### config.mk
export PLATFORM = sky130hd
export DESIGN_NAME = rr3_arbiter
export DESIGN_NICKNAME = d
export VERILOG_FILES = /design/src/rtl/rr3_pkg.sv /design/src/rtl/rr3_ptr.sv /design/src/rtl/rr3_arbiter.sv
export SDC_FILE = /design/constraint.sdc
export NUM_CORES = 1
export LEC_CHECK = 0
export ABC_AREA = 0
export BUFFER_PORTS_ARGS = -buffer_cell sky130_fd_sc_hd__buf_2
export CAP_MARGIN = 40
export CORE_MARGIN = 1.5
export CORE_UTILIZATION = 55
export CTS_BUF_LIST = sky130_fd_sc_hd__clkbuf_8
export DETAILED_ROUTE_END_ITERATION = 10
export PLACE_DENSITY = 0.79
export SKIP_LAST_GASP = 1
export SYNTH_ARGS = -nofsm -noshare
export SYNTH_HDL_FRONTEND = slang
export SYNTH_SLANG_ARGS = --single-unit
### constraint.sdc
create_clock -name clk -period 5.6 [get_ports clk]
set_clock_uncertainty 0.15 [all_clocks]
set_input_delay 0.28 -clock clk [delete_from_list [all_inputs] [get_ports clk]]
set_output_delay 0.28 -clock clk [all_outputs]
set_load 0.005 [all_outputs]
### src/rtl/rr3_pkg.sv
// Shared types and helpers for the three-way round-robin arbiter.
// The pointer helpers encode the mod-3 phase sequence 0 -> 1 -> 2 -> 0.
package rr3_pkg;

    typedef enum logic [0:0] {
        IDLE  = 1'b0,
        GRANT = 1'b1
    } state_t;

    localparam int NUM_REQ = 3;

    // Code 3 is illegal and always recovers to phase 0.
    function automatic logic [1:0] next_ptr(input logic [1:0] p);
        logic [1:0] n;
        case (p)
            2'd0:    n = 2'd1;
            2'd1:    n = 2'd2;
            default: n = 2'd0;
        endcase
        return n;
    endfunction

    // First set request scanning ptr, ptr+1, ptr+2 (mod 3); an illegal ptr scans from 0.
    // Returns 0 when nothing is requesting.
    function automatic logic [1:0] pick(input logic [1:0] ptr, input logic [NUM_REQ-1:0] req);
        logic [1:0] base;
        logic [1:0] idx;
        logic [1:0] win;
        int         s;
        base = (ptr == 2'd3) ? 2'd0 : ptr;
        win  = 2'd0;
        for (int k = NUM_REQ - 1; k >= 0; k--) begin
            s = int'(base) + k;
            if (s >= NUM_REQ) s = s - NUM_REQ;
            idx = 2'(s);
            if (req[idx]) win = idx;
        end
        return win;
    endfunction

endpackage

### src/rtl/rr3_ptr.sv
// Mod-3 priority pointer register. On an advance strobe it loads the phase
// that follows 'from'; an illegal 'from' of 3 lands on phase 0.
module rr3_ptr
    import rr3_pkg::*;
(
    input  logic       clk,
    input  logic       reset,
    input  logic       advance,
    input  logic [1:0] from,
    output logic [1:0] ptr
);

    always_ff @(posedge clk or posedge reset) begin
        if (reset) begin
            ptr <= 2'd0;
        end else if (advance) begin
            ptr <= next_ptr(from);
        end
    end

endmodule

### src/rtl/rr3_arbiter.sv
// Three-requester round-robin arbiter with registered one-hot grant and a
// bounded hold time; every release is followed by at least one idle cycle.
module rr3_arbiter
    import rr3_pkg::*;
#(
    parameter int HOLD_MAX = 8,
    parameter int CNT_W    = 4
)
(
    input  logic               clk,
    input  logic               reset,
    input  logic               en,
    input  logic [NUM_REQ-1:0] req,
    output logic [NUM_REQ-1:0] grant,
    output logic [1:0]         grant_id,
    output logic               busy,
    output logic [1:0]         ptr
);

    localparam logic [0:0] ST_IDLE  = IDLE;
    localparam logic [0:0] ST_GRANT = GRANT;

    // HOLD_MAX is legal in 1..2**CNT_W, so the last hold count always fits.
    localparam logic [CNT_W-1:0] HOLD_LAST = CNT_W'(HOLD_MAX - 1);

    logic [0:0]       state;
    logic [CNT_W-1:0] hold_cnt;
    logic             start;
    logic             release_now;
    logic             owner_req;
    logic [1:0]       win;

    assign win       = pick(ptr, req);
    assign start     = (state == ST_IDLE) && en && (|req);
    // Only the owner's request matters while granted; masking avoids indexing with grant_id.
    assign owner_req = |(req & grant);
    assign release_now = (state == ST_GRANT) && (!owner_req || (hold_cnt == HOLD_LAST));

    always_ff @(posedge clk or posedge reset) begin
        if (reset) begin
            state    <= ST_IDLE;
            grant    <= '0;
            grant_id <= 2'd0;
            hold_cnt <= '0;
        end else begin
            case (state)
                ST_IDLE: begin
                    if (start) begin
                        state    <= ST_GRANT;
                        grant    <= NUM_REQ'(1) << win;
                        grant_id <= win;
                        hold_cnt <= '0;
                    end
                end
                ST_GRANT: begin
                    if (release_now) begin
                        state    <= ST_IDLE;
                        grant    <= '0;
                        grant_id <= 2'd0;
                        hold_cnt <= '0;
                    end else begin
                        hold_cnt <= hold_cnt + 1'b1;
                    end
                end
                default: begin
                    state    <= ST_IDLE;
                    grant    <= '0;
                    grant_id <= 2'd0;
                    hold_cnt <= '0;
                end
            endcase
        end
    end

    assign busy = |grant;

    // The pointer moves only on release, to the phase after the departing owner.
    rr3_ptr u_ptr (
        .clk     (clk),
        .reset   (reset),
        .advance (release_now),
        .from    (grant_id),
        .ptr     (ptr)
    );

endmodule

; ---- Word level (Yosys, flattened, before mapping)
; Cells that the tools add are included.
[word_totals]
regBits = 12
inputBits = 6
out_inout_bits = 8
word_cells = 61
[classes]
add_sub_neg = 6
order_cmp = 6
n_eq_ne = 5
shift = 1
mux = 26
bitwise_logic = 2
reduce_logical = 10
[ops]
columns = cell, count
row1 = $mux 2, 9
row2 = $lt 2x3->1 const B, 3
row3 = $reduce_or 3->1, 3
row4 = $mux 4, 2
row5 = $pmux 2 s2, 2
row6 = $pmux 4 s2, 1
row7 = $bmux 1 s2, 3
row8 = $ge 3x2->1 const B, 2
row9 = $mux 3, 2
row10 = $pmux 3 s2, 1
row11 = $sub 2x2->2 const B, 3
row12 = $mux 1, 5
row13 = $add 4x1->4 const B, 1
row14 = $eq 4x3->1 const B, 1
row15 = $add 2x1->3 const B, 1
row16 = $add 2x2->3 const B, 1
row17 = $and 3x3->3, 1
row18 = $logic_and 1x1->1, 3
row19 = $shl 1x2->3 const A, 1
row20 = $eq 2x1->1 const B, 1
row21 = $eq 2x2->1 const B, 1
row22 = $ge 2x2->1 const B, 1
row23 = $logic_not 2->1, 1
row24 = $ne 2x1->1 const B, 1
row25 = other kinds (6), 6

; ---- Longest topological paths before layout
[logic_depth]
depth_word = 13
ltp_mapped = 7
depth_no_buf = 6

; ---- Hierarchy
; Synthesis repeated with hierarchy kept, for this count alone.
[hier_totals]
hier_cells = 73
area_unflattened_um2 = 693.2
[modules_own_cells]
columns = mod, n_inst, cells_each, area_each_um2, seq_area_each_um2
row1 = rr3_arbiter, 1, 65, 606.8, 250.2
row2 = rr3_ptr, 1, 8, 86.3, 50.0

; ---- Worst setup path after synthesis
; OpenSTA, ideal clock, no wires.
[synth_timing]
path_kind = register -> register
startpoint = register u_ptr.ptr[1]
endpoint = register grant[0]
setup_time_ns = 0.135
t_arrival_ns = 1.611
required_ns = 5.315
slack_ns = 3.704
path_stages_with_launch = 8
path_buffers = 1
period_less_slack_ns = 1.896
cell_sequence = dfrtp_1 inv_1 ha_1 clkbuf_2 mux2_2 a2111oi_2 o21a_1 o31ai_1
[synth_via]
elab_chain_cells = 13
word_cells_on_any_way = 25
cone_classes = add/sub (5) / order compare (3) / eq/ne (1) / shift (1) / mux (15)
[synth_lines]
columns = element, line
row1 = from (decl), rr3_ptr.sv:10  ; output logic [1:0] ptr
row2 = from (signal assigned), rr3_ptr.sv:17  ; ptr <= next_ptr(from);
row3 = $eq 2x2->1, rr3_pkg.sv:30  ; base = (ptr == 2'd3) ? 2'd0 : ptr;
row4 = $mux 2 (*), rr3_pkg.sv:30
row5 = $add 2x2->3, rr3_pkg.sv:33  ; s = int'(base) + k;
row6 = $ge 3x2->1 / $sub 2x2->2 (equally long branches), rr3_pkg.sv:34  ; if (s >= NUM_REQ) s = s - NUM_REQ;
row7 = $mux 2, rr3_pkg.sv:34
row8 = $bmux 1 s2, rr3_pkg.sv:36  ; if (req[idx]) win = idx;
row9 = $mux 1 (not written as such), rr3_pkg.sv:36
row10 = $mux 2 (2 in a row), rr3_pkg.sv:36
row11 = $mux 2 (*), rr3_pkg.sv:36
row12 = $shl 1x2->3 (*), rr3_arbiter.sv:50  ; grant <= NUM_REQ'(1) << win;
row13 = $mux 3 (*), rr3_arbiter.sv:48  ; if (start) begin
row14 = $pmux 3 s2 (*), rr3_arbiter.sv:46  ; case (state)
row15 = to (signal assigned), rr3_arbiter.sv:50
row16 = to (decl), rr3_arbiter.sv:14  ; output logic [NUM_REQ-1:0] grant,
; Mark *: on every way between the ends. The rest lies on a longest branch, timed or not. The select of a mux whose other input is x is not followed.
; A chain may end at the register's enable or synchronous reset.

; ---- Worst setup path after layout
; Same ends and word-level chain as after synthesis.

==> flow_metrics.env <==
export IMPL_p_sw_share_pct=38.5
export IMPL_setup_violations=0
export IMPL_ys_top_cells_by_area="dfrtp_1 40%, ha_1 6.7%, nand2_1 5.1%"
export IMPL_setup_tns_ns=0
export IMPL_required_ns=5.55
export IMPL_num_nets_final=106
export IMPL_crit_buf_inv=1
export IMPL_async_flop_share_pct=100
export IMPL_path_max_fanout=7
export IMPL_leakagePower_nw=0.423
export IMPL_r2r_start="u_ptr.ptr[1]"
export IMPL_synthCells=78
export IMPL_drt_iter0_drc=19
export IMPL_path_clk_slew_ns=0.05
export IMPL_synth_distinct_cells=34
export IMPL_seqPwrFrac_pct=35.1
export IMPL_multi_input_area_um2=410
export IMPL_grt_pass1_vias=573
export IMPL_vias=637
export IMPL_num_antenna_cells=0
export IMPL_chipWidth_um=39.7
export IMPL_slew_headroom_pct=65.4
export IMPL_place_gp_congestion=0.803
export IMPL_clock_latency_ns=0.23
export IMPL_final_cell_mix="13 x buf_2, 12 x dfrtp_1, 10 x nand2_1, 7 x inv_1, 5 x o21ai_0"
export IMPL_pin_count=14
export IMPL_fp_row_count=13
export IMPL_area_delta_synth_final_pct=17.5
export IMPL_layout_cells_most_common="buf_2"
export IMPL_syn_area_per_cell_um2=9.51
export IMPL_core_um2=1280
export IMPL_placed_cells=105
export IMPL_synth_edf_count=0
export IMPL_floorplan_initialDensity_pct=57.7
export IMPL_status="completed"
export IMPL_die_area_um2=1580
export IMPL_cts_hold_buf=1
export IMPL_io_buffers=13
export IMPL_power_share_clock_pct=18.3
export IMPL_fmax_mhz=478
export IMPL_drive_gt1_share_pct=24.5
export IMPL_hold_slack_ns=0.284
export IMPL_ys_ff_latch=12
export IMPL_peakVddDrop_mv=0.235
export IMPL_seqCellArea_um2=300
export IMPL_criticalPathCategory="reg2reg"
export IMPL_drc_errors=0
export IMPL_path_cells="inv_1, ha_1, mux2_2, a2111oi_2, o21a_1, o31ai_1"
export IMPL_dpl_cell_area_um2=821
export IMPL_pwr_share_comb_pct=46.6
export IMPL_seq_area_frac_synth_pct=40.5
export IMPL_drv_cap=0
export IMPL_grt_use_total_pct=22.8
export IMPL_final_cells=109
export IMPL_drv_slew=0
export IMPL_tightestPinTransition_ns=0.514
export IMPL_intPower_mw=0.246
export IMPL_critPathSlowestCell="dfrtp_1"
export IMPL_worstHoldPathType="in2reg"
export IMPL_yosys_area_top_type="dfrtp_1"
export IMPL_postCtsSetupBuffers=0
export IMPL_antenna_found_initial=0
export IMPL_grt_first_pass_wirelength_mm=2.33
export IMPL_routed_wl_mm=1.53
export IMPL_yosysTopAreaCellShare_pct=40.5
export IMPL_critPathMaxStageDelay_ns=0.43
export IMPL_n_fill_cell=105
export IMPL_synth_xor_area_share_pct=1.18
export IMPL_synth_mux_area_share_pct=2.87
export IMPL_vias_per_cell=5.84
export IMPL_overflow=0
export IMPL_cts_buffers=3
export IMPL_r2r_end="grant[0]"
export IMPL_ys_flop_type="dfrtp_1"
export IMPL_synth_fa_ha_area_share_pct=6.75
export IMPL_p_total_mw=0.399
export IMPL_critPathTopFamily="compound AO/OA/AOI/OAI gates"
export IMPL_syn_nets=88
export IMPL_synth_compound_area_share_pct=22.6
export IMPL_finalCritPeriodShare_pct=37.3
export IMPL_cts_max_level=1
export IMPL_cts_sinks=12
export IMPL_hold_violations=0
export IMPL_cts_resized=0
export IMPL_rsz0062_at_grt="false"
export IMPL_final_cell_area_um2=872
export IMPL_syn_cell_area_um2=742
export IMPL_grt_max_degree=13
export IMPL_clockRootBuffer="clkbuf_8"
export IMPL_synth_top_family_by_area="compound AO/OA/AOI/OAI gates"
export IMPL_cp_end_kind="flip-flop"
export IMPL_r2r_cells=6
export IMPL_yosys_area_share_simple_pct=21.9
export IMPL_die_y_um=39.7
export IMPL_dp_hpwl_mm=1.15
export IMPL_arrival_ns=2.04
export IMPL_drtPass1Iterations=4
export IMPL_ant_nets=0
export IMPL_yosys_warnings=0
export IMPL_r2r_setup_slack_ns=3.51
export IMPL_power_switching_mw=0.154
export IMPL_hold_start="en"
export IMPL_tritoncts="done"
export IMPL_powerDensity_nw_per_um2=458
export IMPL_start_kind="flip-flop"
export IMPL_wire_per_inst_um=14.0
export IMPL_min_path_cells=4
export IMPL_hold_end="hold_cnt[3]"
export IMPL_period_minus_slack_ns=2.09
export IMPL_clock_path_buffers=2
[cell type report]
cell class	instances	share of cell area, %
Multi-Input combinational cell	58	47.1
Sequential cell	12	34.4
Timing Repair Buffer	14	8.61
Clock buffer	3	4.73
Inverter	7	3.01
Tap cell	15	2.15
[routing by layer]
layer	share of wire, %	vias up	track usage, %
li1	-	325	-
met2	46	10	37.3
met3	2.9	2	2.84
met4	0.85	0	12.9
met5	0	-	0
met1	50	300	28.4
[stage by stage]
stage / worst slack, ns / util [%]
global route: 3.42 / 67.9
finish: 3.51 / 67.9
floorplan: 3.70 / -
CTS: 3.50 / 67.9
detailed placement: 3.51 / 63.9
global placement: 3.60 / 63.9
[worst min-delay path: stages]
cell,delay [ns]
buf_2,0.10
a21oi_1,0.10
nand2_1,0.07
o21ai_0,0.07
[logic make-up (layout without fill, tap and decap cells)]
family                     after synthesis  after routing
and+or+nand+nor                         29             29
adders and majority gates                4              4
muxes                                    2              2
DFF                                     12             12
buffers and inverters                    8             24
AOI/OAI and AO/OA                       22             22
xor gates and xnor gates                 1              1
[synthesized netlist by cell type, types with 2 or more instances]
| master | count |
|---|---|
| a22o_1 | 2 |
| nor3_1 | 2 |
| nand3_1 | 4 |
| or3_2 | 2 |
| and3_1 | 2 |
| dfrtp_1 | 12 |
| o31ai_1 | 3 |
| inv_1 | 7 |
| ha_1 | 4 |
| nand2b_1 | 2 |
| nand2_1 | 10 |
| o2bb2ai_1 | 2 |
| o21ai_0 | 5 |
[flip-flops by register name, indices dropped and copies added (netlist names)]
name / flops
hold_cnt: 4
grant: 3
grant_id: 2
u_ptr.ptr: 2
state: 1
[worst max path at each step]
stage                 startpoint  endpoint  slack [ns]  depth (start not counted)
finish              u_ptr.ptr[1]  grant[0]        3.51                          6
global route        u_ptr.ptr[1]  grant[0]        3.42                          6
CTS                 u_ptr.ptr[1]  grant[0]        3.50                          6
detailed placement  u_ptr.ptr[1]  grant[0]        3.51                          6
global placement    u_ptr.ptr[1]  grant[0]        3.60                          6
floorplan           u_ptr.ptr[1]  grant[0]        3.70                          7
[power by group through the flow]
stage	combinational, mW	sequential (mW)	clock [mW]
after floorplan	0.131	0.138	0
after CTS	0.185	0.139	0.0749
after global placement	0.178	0.139	0
after detailed placement	0.183	0.140	0
final	0.186	0.140	0.0733
after global routing	0.208	0.144	0.0790
Power figures use the tool's default switching activity.
